$ cat src/rtl/adder_sum_accumulator.sv
// Accumulates COUNT_N 5-bit operands ({in_cout, in_sum}) from an upstream 4-bit adder
// into an ACC_W-bit block total, then presents the total until the consumer takes it.
// Optional build macro: ADDER_SUM_ACCUMULATOR_SATURATE_EN clamps the accumulator at its
// maximum on overflow; without it the accumulator wraps. The sticky overflow flag is set
// in both builds.
module adder_sum_accumulator #(
  parameter int unsigned ACC_W   = 8,
  parameter int unsigned COUNT_N = 4
) (
  input  logic             clk,
  input  logic             rst_n,
  input  logic [3:0]       in_sum,
  input  logic             in_cout,
  input  logic             in_valid,
  output logic             in_ready,
  input  logic             clear,
  output logic [ACC_W-1:0] out_total,
  output logic [7:0]       out_count,
  output logic             out_valid,
  input  logic             out_ready,
  output logic             overflow
);

  localparam int unsigned SumW      = ACC_W + 1;
  localparam logic [7:0]  CountLast = 8'(COUNT_N);

  typedef enum logic [1:0] {
    StIdle,
    StAccum,
    StHold
  } state_e;

  state_e           r_state;
  state_e           w_state_d;
  logic [ACC_W-1:0] r_acc;
  logic [ACC_W-1:0] w_acc_d;
  logic [7:0]       r_count;
  logic [7:0]       w_count_d;
  logic             r_ovf;
  logic             w_ovf_d;
  logic             r_in_ready;
  logic             w_in_ready_d;
  logic             r_out_valid;
  logic             w_out_valid_d;

  logic             w_xfer;
  logic [7:0]       w_count_inc;
  logic [SumW-1:0]  w_sum;
  logic [ACC_W-1:0] w_operand;

  assign w_xfer      = in_valid & r_in_ready;
  assign w_count_inc = r_count + 8'd1;
  assign w_operand   = ACC_W'({in_cout, in_sum});
  // Extra top bit catches the carry out of the ACC_W-bit accumulator.
  assign w_sum       = {1'b0, r_acc} + SumW'({in_cout, in_sum});

  // State register plus registered handshake outputs.
  always_ff @(posedge clk or negedge rst_n) begin
    if (!rst_n) begin
      r_state     <= StIdle;
      r_in_ready  <= 1'b0;
      r_out_valid <= 1'b0;
    end else begin
      r_state     <= w_state_d;
      r_in_ready  <= w_in_ready_d;
      r_out_valid <= w_out_valid_d;
    end
  end

  // Next-state logic; clear overrides every transfer and handshake.
  always_comb begin
    w_state_d = r_state;
    if (clear) begin
      w_state_d = StIdle;
    end else begin
      case (r_state)
        StIdle: begin
          if (w_xfer) w_state_d = (COUNT_N == 1) ? StHold : StAccum;
        end
        StAccum: begin
          if (w_xfer && (w_count_inc == CountLast)) w_state_d = StHold;
        end
        StHold: begin
          if (out_ready) w_state_d = StIdle;
        end
        default: w_state_d = StIdle;
      endcase
    end
  end

  // Output decode from the next state so both handshake outputs come straight from flops.
  always_comb begin
    w_in_ready_d  = (w_state_d != StHold);
    w_out_valid_d = (w_state_d == StHold);
  end

  // Datapath next-state: accumulator, operand count and sticky overflow.
  always_comb begin
    w_acc_d   = r_acc;
    w_count_d = r_count;
    w_ovf_d   = r_ovf;
    if (clear) begin
      w_acc_d   = '0;
      w_count_d = '0;
      w_ovf_d   = 1'b0;
    end else begin
      case (r_state)
        StIdle: begin
          if (w_xfer) begin
            // A single 5-bit operand always fits since ACC_W >= 5.
            w_acc_d   = w_operand;
            w_count_d = 8'd1;
            w_ovf_d   = 1'b0;
          end
        end
        StAccum: begin
          if (w_xfer) begin
            w_count_d = w_count_inc;
            w_ovf_d   = r_ovf | w_sum[ACC_W];
`ifdef ADDER_SUM_ACCUMULATOR_SATURATE_EN
            w_acc_d   = w_sum[ACC_W] ? {ACC_W{1'b1}} : w_sum[ACC_W-1:0];
`else
            w_acc_d   = w_sum[ACC_W-1:0];
`endif
          end
        end
        StHold: begin
          if (out_ready) begin
            w_acc_d   = '0;
            w_count_d = '0;
            w_ovf_d   = 1'b0;
          end
        end
        default: begin
          w_acc_d   = '0;
          w_count_d = '0;
          w_ovf_d   = 1'b0;
        end
      endcase
    end
  end

  // Datapath registers.
  always_ff @(posedge clk or negedge rst_n) begin
    if (!rst_n) begin
      r_acc   <= '0;
      r_count <= '0;
      r_ovf   <= 1'b0;
    end else begin
      r_acc   <= w_acc_d;
      r_count <= w_count_d;
      r_ovf   <= w_ovf_d;
    end
  end

  assign in_ready  = r_in_ready;
  assign out_valid = r_out_valid;
  assign out_total = r_acc;
  assign out_count = r_count;
  assign overflow  = r_ovf;

endmodule

$ cat config.mk
export PLATFORM = sky130hd
export DESIGN_NAME = adder_sum_accumulator
export DESIGN_NICKNAME = d
export VERILOG_FILES = /design/src/rtl/adder_sum_accumulator.sv
export SDC_FILE = /design/constraint.sdc
export NUM_CORES = 1
export LEC_CHECK = 0
export ABC_AREA = 1
export CORE_MARGIN = 3
export CORE_UTILIZATION = 40
export DETAILED_ROUTE_END_ITERATION = 16
export PLACE_DENSITY = 0.72
export REMOVE_ABC_BUFFERS = 1
export SKIP_LAST_GASP = 1
export SYNTH_ARGS = -nofsm -noshare
export SYNTH_HDL_FRONTEND = slang
export SYNTH_SLANG_ARGS = --single-unit
$ cat constraint.sdc
create_clock -name clk -period 2.62 [get_ports clk]
set_input_delay 0.524 -clock clk [delete_from_list [all_inputs] [get_ports clk]]
set_output_delay 0.524 -clock clk [all_outputs]
set_load 0.02 [all_outputs]
Word-level counts from Yosys, hierarchy flattened

Index checks and enable logic that the tools add are counted.

Register bits: 21
Word-level logic and storage cells: 40

Bitwise gates (word level): 2
$add $sub $neg: 2
Mux-type cells: 19
Equal/unequal tests: 8
Reductions and logical operators: 3

Operators by type and width:

| cell                  | number |
|---|---|
| $mux W8               | 7 |
| $pmux W8 S3           | 2 |
| $add A8 B5 Y9         | 1 |
| $ne A3 B3 Y1 const B  | 3 |
| $add A8 B1 Y8 const B | 1 |
| $eq A8 B3 Y1 const B  | 1 |
| $mux W2               | 4 |
| $pmux W2 S3           | 1 |
| $eq A2 B2 Y1 const B  | 2 |
| $mux W1               | 4 |
| $pmux W1 S3           | 1 |
| $reduce_and A3 Y1     | 1 |
| $eq A2 B1 Y1 const B  | 1 |
| $logic_not A2 Y1      | 1 |
| $ne A2 B2 Y1 const B  | 1 |
| $and A1 B1 Y1         | 1 |
| $logic_and A1 B1 Y1   | 1 |
| $or A1 B1 Y1          | 1 |

Depth between registers and ports, before layout

Gate-level depths: netlist of run 1.

Depth in word-level cells: 7
Mapped depth: 10
Mapped depth without buffers: 10

Worst setup path after synthesis of run 1

Ideal clock, no wire load.

Path type: input to register
Start point: in in_sum[0]
End point: reg r_acc[6], in the netlist out_total[6]
Arrival time: 1634 ps
Setup slack: 871 ps
Stages on the path: 9
Path buffers: 0
Required time: 2505 ps
Path through: ha_1 -> fa_1 -> nand3_1 -> nand2_1 -> nand2_1 -> nand2_1 -> a21o_1 -> nand2_1 -> nor2_1

Word-level cells in the longest chain between the ends: 4

Ends and longest elaborated chain:

| element              | RTL line | text |
|---|---|---|
| start, declared      | 12       | `input logic [3:0] in_sum,` |
| $add A8 B5 Y9        | 55       | `assign w_sum = {1'b0, r_acc} + SumW'({in_cout, in_sum});` |
| $mux W8              | 117      | `if (w_xfer) begin` |
| $pmux W8 S3          | 107      | `case (r_state)` |
| $mux W8              | 102      | `if (clear) begin` |
| end signal, assigned | 150      | `r_acc <= w_acc_d;` |
| end, declared        | 35       | `logic [ACC_W-1:0] r_acc;` |

Every way passes these cells. The select of a mux whose other input is x is not followed.
A chain may end at the register's enable or synchronous reset.

Worst setup path after layout of run 1

Start point: reg r_count[2], in the netlist out_count[2]
End point: out out_count[2]

RTL lines:

| element                | RTL line | text |
|---|---|---|
| start, declared        | 37       | `logic [7:0] r_count;` |
| start signal, assigned | 151      | `r_count <= w_count_d;` |
| end, declared          | 18       | `output logic [7:0] out_count,` |

No word-level cell between the ends.

==> results of run 1 <==
## metrics by stage
stage / power [mW] / utilization / worst slack, ps / std cells / area, sq um
2_1_floorplan: 0.4792 / - / 871.1 / 175 / 1308
3_3_place_gp: 0.5573 / 0.5319 / 358.8 / 248 / 1650
3_5_place_dp: 0.5584 / 0.5319 / 305.7 / 248 / 1650
4_1_cts: 0.7167 / 0.5407 / 629.1 / 252 / 1678
5_1_grt: 0.7615 / 0.5407 / 494.3 / 252 / 1678
6_report: 0.7119 / 0.5407 / 627.9 / 252 / 1678
## logic make-up after synthesis
family | count (synthesis) | share of synthesized area
fa+ha+maj | 8 | 0.08182
compound gates | 18 | 0.07898
flops | 21 | 0.3996
simple gates | 105 | 0.3644
xor+xnor | 1 | 0.006662
buf+inv | 23 | 0.06851
## layout make-up
class                           instances  area (sq um)  share of cell area
Timing Repair Buffer                   29         287.8              0.1715
Inverter                               22         82.58             0.04922
Clock buffer                            3         22.52             0.01342
Tap cell                               44         55.05             0.03281
Multi-Input combinational cell        132         699.4              0.4169
Clock inverter                          1         5.005            0.002983
Sequential cell                        21         525.5              0.3132
## power groups by stage
stage	combinational [mW]	clock [mW]	sequential (mW)
finish	0.194	0.159	0.359
global route	0.217	0.183	0.361
CTS	0.194	0.164	0.359
detailed placement	0.193	0	0.365
global placement	0.192	0	0.365
floorplan	0.100	0	0.379
## cells in the final DEF, fill, tap and decap left out
cell,n
nand2_1,55
clkdlybuf4s50_1,28
dfrtp_1,21
inv_1,17
nand3_1,15
nor2_1,13
nand4_1,7
ha_1,7
inv_2,5
nor2_2,4
o21ai_0,4
o21ai_1,4
a21oi_1,4
nand2_2,3
nor3_1,3
o22ai_1,3
clkbuf_4,3
nand3_2,2
o21ai_2,1
nand4_2,1
or2_1,1
a21o_1,1
xnor2_1,1
a22o_1,1
nand3b_1,1
fa_1,1
clkinv_2,1
buf_4,1
## sequential cells by signal (all words and copies together), names as in the netlist
name and flops:
out_count 8, out_total 8, r_state 2, in_ready 1, out_valid 1, overflow 1
## path summary, 6_finish.rpt
path,start,to,depth (start not counted)
setup / recovery,out_count[2]$_DFFE_PN0P_,out_count[2],1
hold / removal,overflow$_DFFE_PN0P_,overflow$_DFFE_PN0P_,2
setup reg to reg,out_total[0]$_DFFE_PN0P_,out_total[6]$_DFFE_PN0P_,9
hold reg to reg,overflow$_DFFE_PN0P_,overflow$_DFFE_PN0P_,2
max in group asynchronous,rst_n,out_total[5]$_DFFE_PN0P_,2
min in group asynchronous,rst_n,out_total[4]$_DFFE_PN0P_,2
## per-layer routing
metal | routed length [um] | vias up
met5 | 0 | -
met4 | 38 | 0
met3 | 90 | 4
met2 | 1330 | 23
met1 | 1502 | 568
li1 | - | 643
## cell usage after synthesis
cell and instances:
fa_1 1, inv_2 5, inv_1 17, nor2_2 4, a22o_1 1, buf_4 1, a21oi_1 4, ha_1 7
o21ai_2 1, nand4_2 1, nand2_2 3, o21ai_0 4, nor2_1 13, nand2_1 55, nand3b_1 1, nand3_2 2
nand4_1 7, nand3_1 15, o22ai_1 3, nor3_1 3, o21ai_1 4, dfrtp_1 21, or2_1 1, a21o_1 1
xnor2_1 1
==> impl_results.md, run 1 <==
- Status: finished clean
- GR Layer Usage met1: 0.2268
- Hold buffer count at cts: 0
- Final worst path period need: 1992 ps
- Initial Utilization: 0.4238
- DR iter-0 viols: 80
- Clock skew: 0.9971 ps
- Min Hold Slack: 527.3 ps
- Cell count after synthesis: 176
- Die ar.: 4011 sq um
- FF-to-FF setup slack: 890 ps
- DR vias: 1,238
- Setup_tns: 0 ps
- Nets: 227
- CTS tree: yes
- Clock power frac: 0.224
- DR DRC count: 0
- Worst path cell trace: clkdlybuf4s50_1
- Mapped Avg Cell Area: 7.472 sq um
- Die width: 63.34 um
- Synth cell types: 25
- RSZ-0062 raised after global routing: false
- Max-cap violations: 0
- Leakage: 0.7787 nW
- Worst-margin pin slew: 439.7 ps
- Cell Pwr Density: 424.3 nW/um^2
- Gr ovfl total: 0
- Final hold vios: 0
- Drt total wl: 2962 um
- Routed WL per cell: 11.75 um
- Hpwl dp: 2279 um
- Area growth, synth to finish: 27.59%
- Logic pwr share: 0.272
- Number of fillers in the final layout: 312
- Fmax: 0.5020 GHz
- Nature of the critical path endpoint: output port
- TritonRoute pass-1 iters: 4
- Final ANT Viol Nets: 0
- Net Switching: 233.6 uW
- Maximum root-to-sink buffer count: 2
- Arrival time worst endpoint: 1470 ps
- IO buf count: 28
- Num CTS Buffers: 3
- Die Y: 63.34 um
- Worst Hold Class: register to register
- Gpl congestion: 0.8472
- Post-synth top area cell: dfrtp_1
- Reg clk slew, reported paths: 120 ps
- Met2 Use GR: 0.2621
- Crit Path Category: register to output port
- Largest cells by area after synthesis: dfrtp_1 40%, nand2_1 16%, ha_1 6.7%
- # setup viols final: 0
- Max Slew Vio Count: 0
- Met3 usage: 0.01783
- WP buf/inv: 1
- Critical Path Fanout Max: 8
- Largest net degree at the start of global routing: 22
- Layout cells sized above 1: 0.1010
- Num Clock Sinks: 21
- Worst-Skew Late Latency: 300 ps
- Switching Fraction: 0.3282
- Synthesized flop and latch total: 21
- Slowest CP cell: clkdlybuf4s50_1
- Initial antenna violation count: 0
- Peak supply drop: 0.1680 mV
- Root Buffer: clkbuf_4
- Power share of the sequential group: 0.504
- First-pass GRT wire length: 5326 um
- Synth warn: 0
- Startpoint types: register
- Io pins: 29
- Int Pwr: 478.3 uW
- Max H-tree Level: 1
- Postcts setup bufs: 0
- Register area share after synthesis: 0.3996
- Crit share post-route: 0.7603
- Data required time at the worst endpoint: 2100 ps
- GR peak layer: met2
- Tot GR Track Use: 0.1632
- Rows: 20
- N_diodes: 0
- Slowest stage delay, CP: 650 ps
- Core ar.: 3103 sq um
- Post-synth top area share: 0.3996
- Post-synthesis cell area: 1315 sq um
- Vias per inst: 4.913
- Post_cts resized: 0
- Vias in the first global route: 1,206
- CP delay by family, top: buffers and inverters
- Slew HR: 0.7058
(Power assumes the default switching activity.)
==> inputs of run 2 (changes only) <==
Settings changed: PLACE_DENSITY 0.72 to 0.74.
Clock period 2.62 ns to 1.6 ns, I/O delays scaled along.
==> impl_results.md, run 2 (synthesized netlist as in run 1, its figures left out) <==
- Non-Filler Instances: 274 (was 252)
- Clock power frac: 0.224 (about the same)
- Layout cells sized above 1: 0.2261 (was 0.1010)
- Core ar.: 3103 sq um (unchanged)
- Cell Pwr Density: 674.7 nW/um^2 (was 424.3 nW/um^2)
- Hpwl dp: 2401 um (was 2279 um)
- Met2 Use GR: 0.2634 (was 0.2621)
- Routed WL per cell: 11.68 um (was 11.75 um)
- Gpl congestion: 0.7981 (was 0.8472)
- Most frequent cells in the layout: 52 x nand2_1, 23 x buf_4, 21 x dfrtp_1 (was 55 x nand2_1, 28 x clkdlybuf4s50_1, 21 x dfrtp_1)
- Number of fillers in the final layout: 293 (was 312)
- Tot GR Track Use: 0.1651 (was 0.1632)
- Maximum root-to-sink buffer count: 2 (unchanged)
- Met3 usage: 0.02496 (was 0.01783)
- Leakage: 0.9708 nW (was 0.7787 nW)
- R2R Path Start: out_total[0]$_DFFE_PN0P_ (unchanged)
- Initial antenna violation count: 0 (unchanged)
- Root Buffer: clkbuf_4 (unchanged)
- Worst-Skew Late Latency: 320 ps (was 300 ps)
- Clock skew: 8.395 ps (was 0.9971 ps)
- Vias per inst: 4.945 (was 4.913)
- Total power draw: 1.263 mW (was 711.9 uW)
- Arrival time worst endpoint: 1860 ps (was 1470 ps)
- Io pins: 29 (unchanged)
- Die width: 63.34 um (unchanged)
- Post-DP Area: 1815 sq um (was 1650 sq um)
- Peak supply drop: 0.3015 mV (was 0.1680 mV)
- Worst-margin pin slew: 422.4 ps (was 439.7 ps)
- Power share of the sequential group: 0.460 (was 0.504)
- Nets: 249 (was 227)
- Largest net degree at the start of global routing: 22 (unchanged)
- Num CTS Buffers: 3 (unchanged)
- Final Worst Setup Slack: -29.06 ps (was 627.9 ps)
- GR Layer Usage met1: 0.2241 (was 0.2268)
- Max-cap violations: 0 (unchanged)
- RSZ-0062 raised after global routing: true (was false)
- Worst Hold Class: input pin to async pin (was register to register)
- Num Clock Sinks: 21 (unchanged)
- Final hold vios: 0 (unchanged)
- FF/Latch Area: 525.5 sq um (unchanged)
- Rows: 20 (unchanged)
- Initial Utilization: 0.4238 (unchanged)
- Net Switching: 428.9 uW (was 233.6 uW)
- Fmax: 0.6139 GHz
- Logic pwr share: 0.316 (was 0.272)
- R2r endpoint: out_total[6]$_DFFE_PN0P_ (unchanged)
- Setup_tns: -29.06 ps (was 0 ps)
- TritonRoute pass-1 iters: 4 (unchanged)
- DR DRC count: 0 (unchanged)
- Critical path origin: out_total[0]$_DFFE_PN0P_ (was out_count[2]$_DFFE_PN0P_)
- Startpoint types: register (unchanged)
- DR vias: 1,355 (was 1,238)
- Area growth, synth to finish: 42.34% (was 27.59%)
- Vias in the first global route: 1,265 (was 1,206)
- Critical Path Fanout Max: 3 (was 8)
- IO buf count: 28 (unchanged)
- Gr ovfl total: 0 (unchanged)
- Die Y: 63.34 um (unchanged)
- Failing checks: setup timing
- Die ar.: 4011 sq um (unchanged)
- Drt total wl: 3200 um (was 2962 um)
- GR peak layer: met2 (unchanged)
- Nature of the critical path endpoint: register (was output port)
- Int Pwr: 834.1 uW (was 478.3 uW)
- N_diodes: 0 (unchanged)
- Max Slew Vio Count: 0 (unchanged)
- R2R cell count: 9 (unchanged)
- Placed Cells: 270 (was 248)
- Crit share post-route: 1.018
- Status: complete, but fails checks (was finished clean)
- Final instance area: 1872 sq um (was 1678 sq um)
- FF-to-FF setup slack: -30 ps (was 890 ps)
- Commonest non-fill, non-tap cell in the layout: nand2_1 (unchanged)
- CTS tree: yes (unchanged)
- DR iter-0 viols: 77 (was 80)
- Max H-tree Level: 1 (unchanged)
- Data required time at the worst endpoint: 1830 ps (was 2100 ps)
- Postcts setup bufs: 0 (unchanged)
- Switching Fraction: 0.3396 (was 0.3282)
- Reg clk slew, reported paths: 140 ps (was 120 ps)
- Area of the multi-input gates: 744.5 sq um (was 699.4 sq um)
- DP Worst Slack: -484.5 ps (was 305.7 ps)
- Final ANT Viol Nets: 0 (unchanged)
- Crit Path Category: register to register (was register to output port)
- First-pass GRT wire length: 5368 um (was 5326 um)
- Final worst path period need: 1629 ps
- # setup viols final: 1 (was 0)
- Slew HR: 0.7174 (was 0.7058)
-- run 2: cell count changes in the layout (fill, tap and decap cells not counted), sizes merged --
cell	delta
dlygate4sd2	+19
buf	+22
clkinvlp	+1
dlymetal6s2s	+2
clkinv	-1
clkdlybuf4s50	-21
-- run 2: metrics by stage --
stage | hold WS, ps | util
after global routing | 347.7 | 0.6032
final | 321.1 | 0.6032
after floorplan | 24.41 | -
after detailed placement | 501.4 | 0.5851
after CTS | 338.1 | 0.5887
after global placement | 505.3 | 0.5851
-- run 2: how the worst max path moves through the flow --
stage,slack [ps],endpoint,cells past startpoint
floorplan,-100,out_total[6]$_DFFE_PN0P_,9
global placement,-450,out_total[6]$_DFFE_PN0P_,10
detailed placement,-480,out_total[6]$_DFFE_PN0P_,10
CTS,-40,out_total[6]$_DFFE_PN0P_,10
global route,-100,out_total[6]$_DFFE_PN0P_,9
finish,-30,out_total[6]$_DFFE_PN0P_,9
-- run 2: worst max-delay path: stages (launching register included) --
cell	delay (ps)
dfrtp_1	400
ha_2	200
fa_2	390
nand3_2	80
nand2_2	60
nand2_2	90
nand2_2	60
a21o_1	150
nand2_1	50
nor2_1	30
-- run 2: layout make-up --
cell class,instances,area share
inverters,22,0.04412
clock buffers,3,0.01203
repair buffers,51,0.2320
clock inverters,1,0.004011
flip-flops and latches,21,0.2807
well taps,44,0.02941
multi-input cells,132,0.3977
-- run 2: timing repair --
item | in CTS | in global routing
pin swaps | 0 | 3
hold buffers | 0 | 0
gates resized for setup | 21 | 10
setup endpoints to repair | 23 | 7
cloned | 0 | 0
endpoints found under the hold margin | 0 | 0
-- run 2: power groups by stage --
| stage | registers (mW) | logic, mW | clock network (mW) |
|---|---|---|---|
| finish | 0.581 | 0.399 | 0.283 |
| global route | 0.585 | 0.444 | 0.314 |
| CTS | 0.579 | 0.371 | 0.288 |
| detailed placement | 0.589 | 0.384 | 0 |
| global placement | 0.590 | 0.381 | 0 |
| floorplan | 0.621 | 0.164 | 0 |
-- run 2: per-layer routing --
metal / share of wire / vias up
met5: 0 / -
met4: 0.026 / 0
met3: 0.047 / 9
met2: 0.47 / 36
met1: 0.45 / 624
li1: - / 686
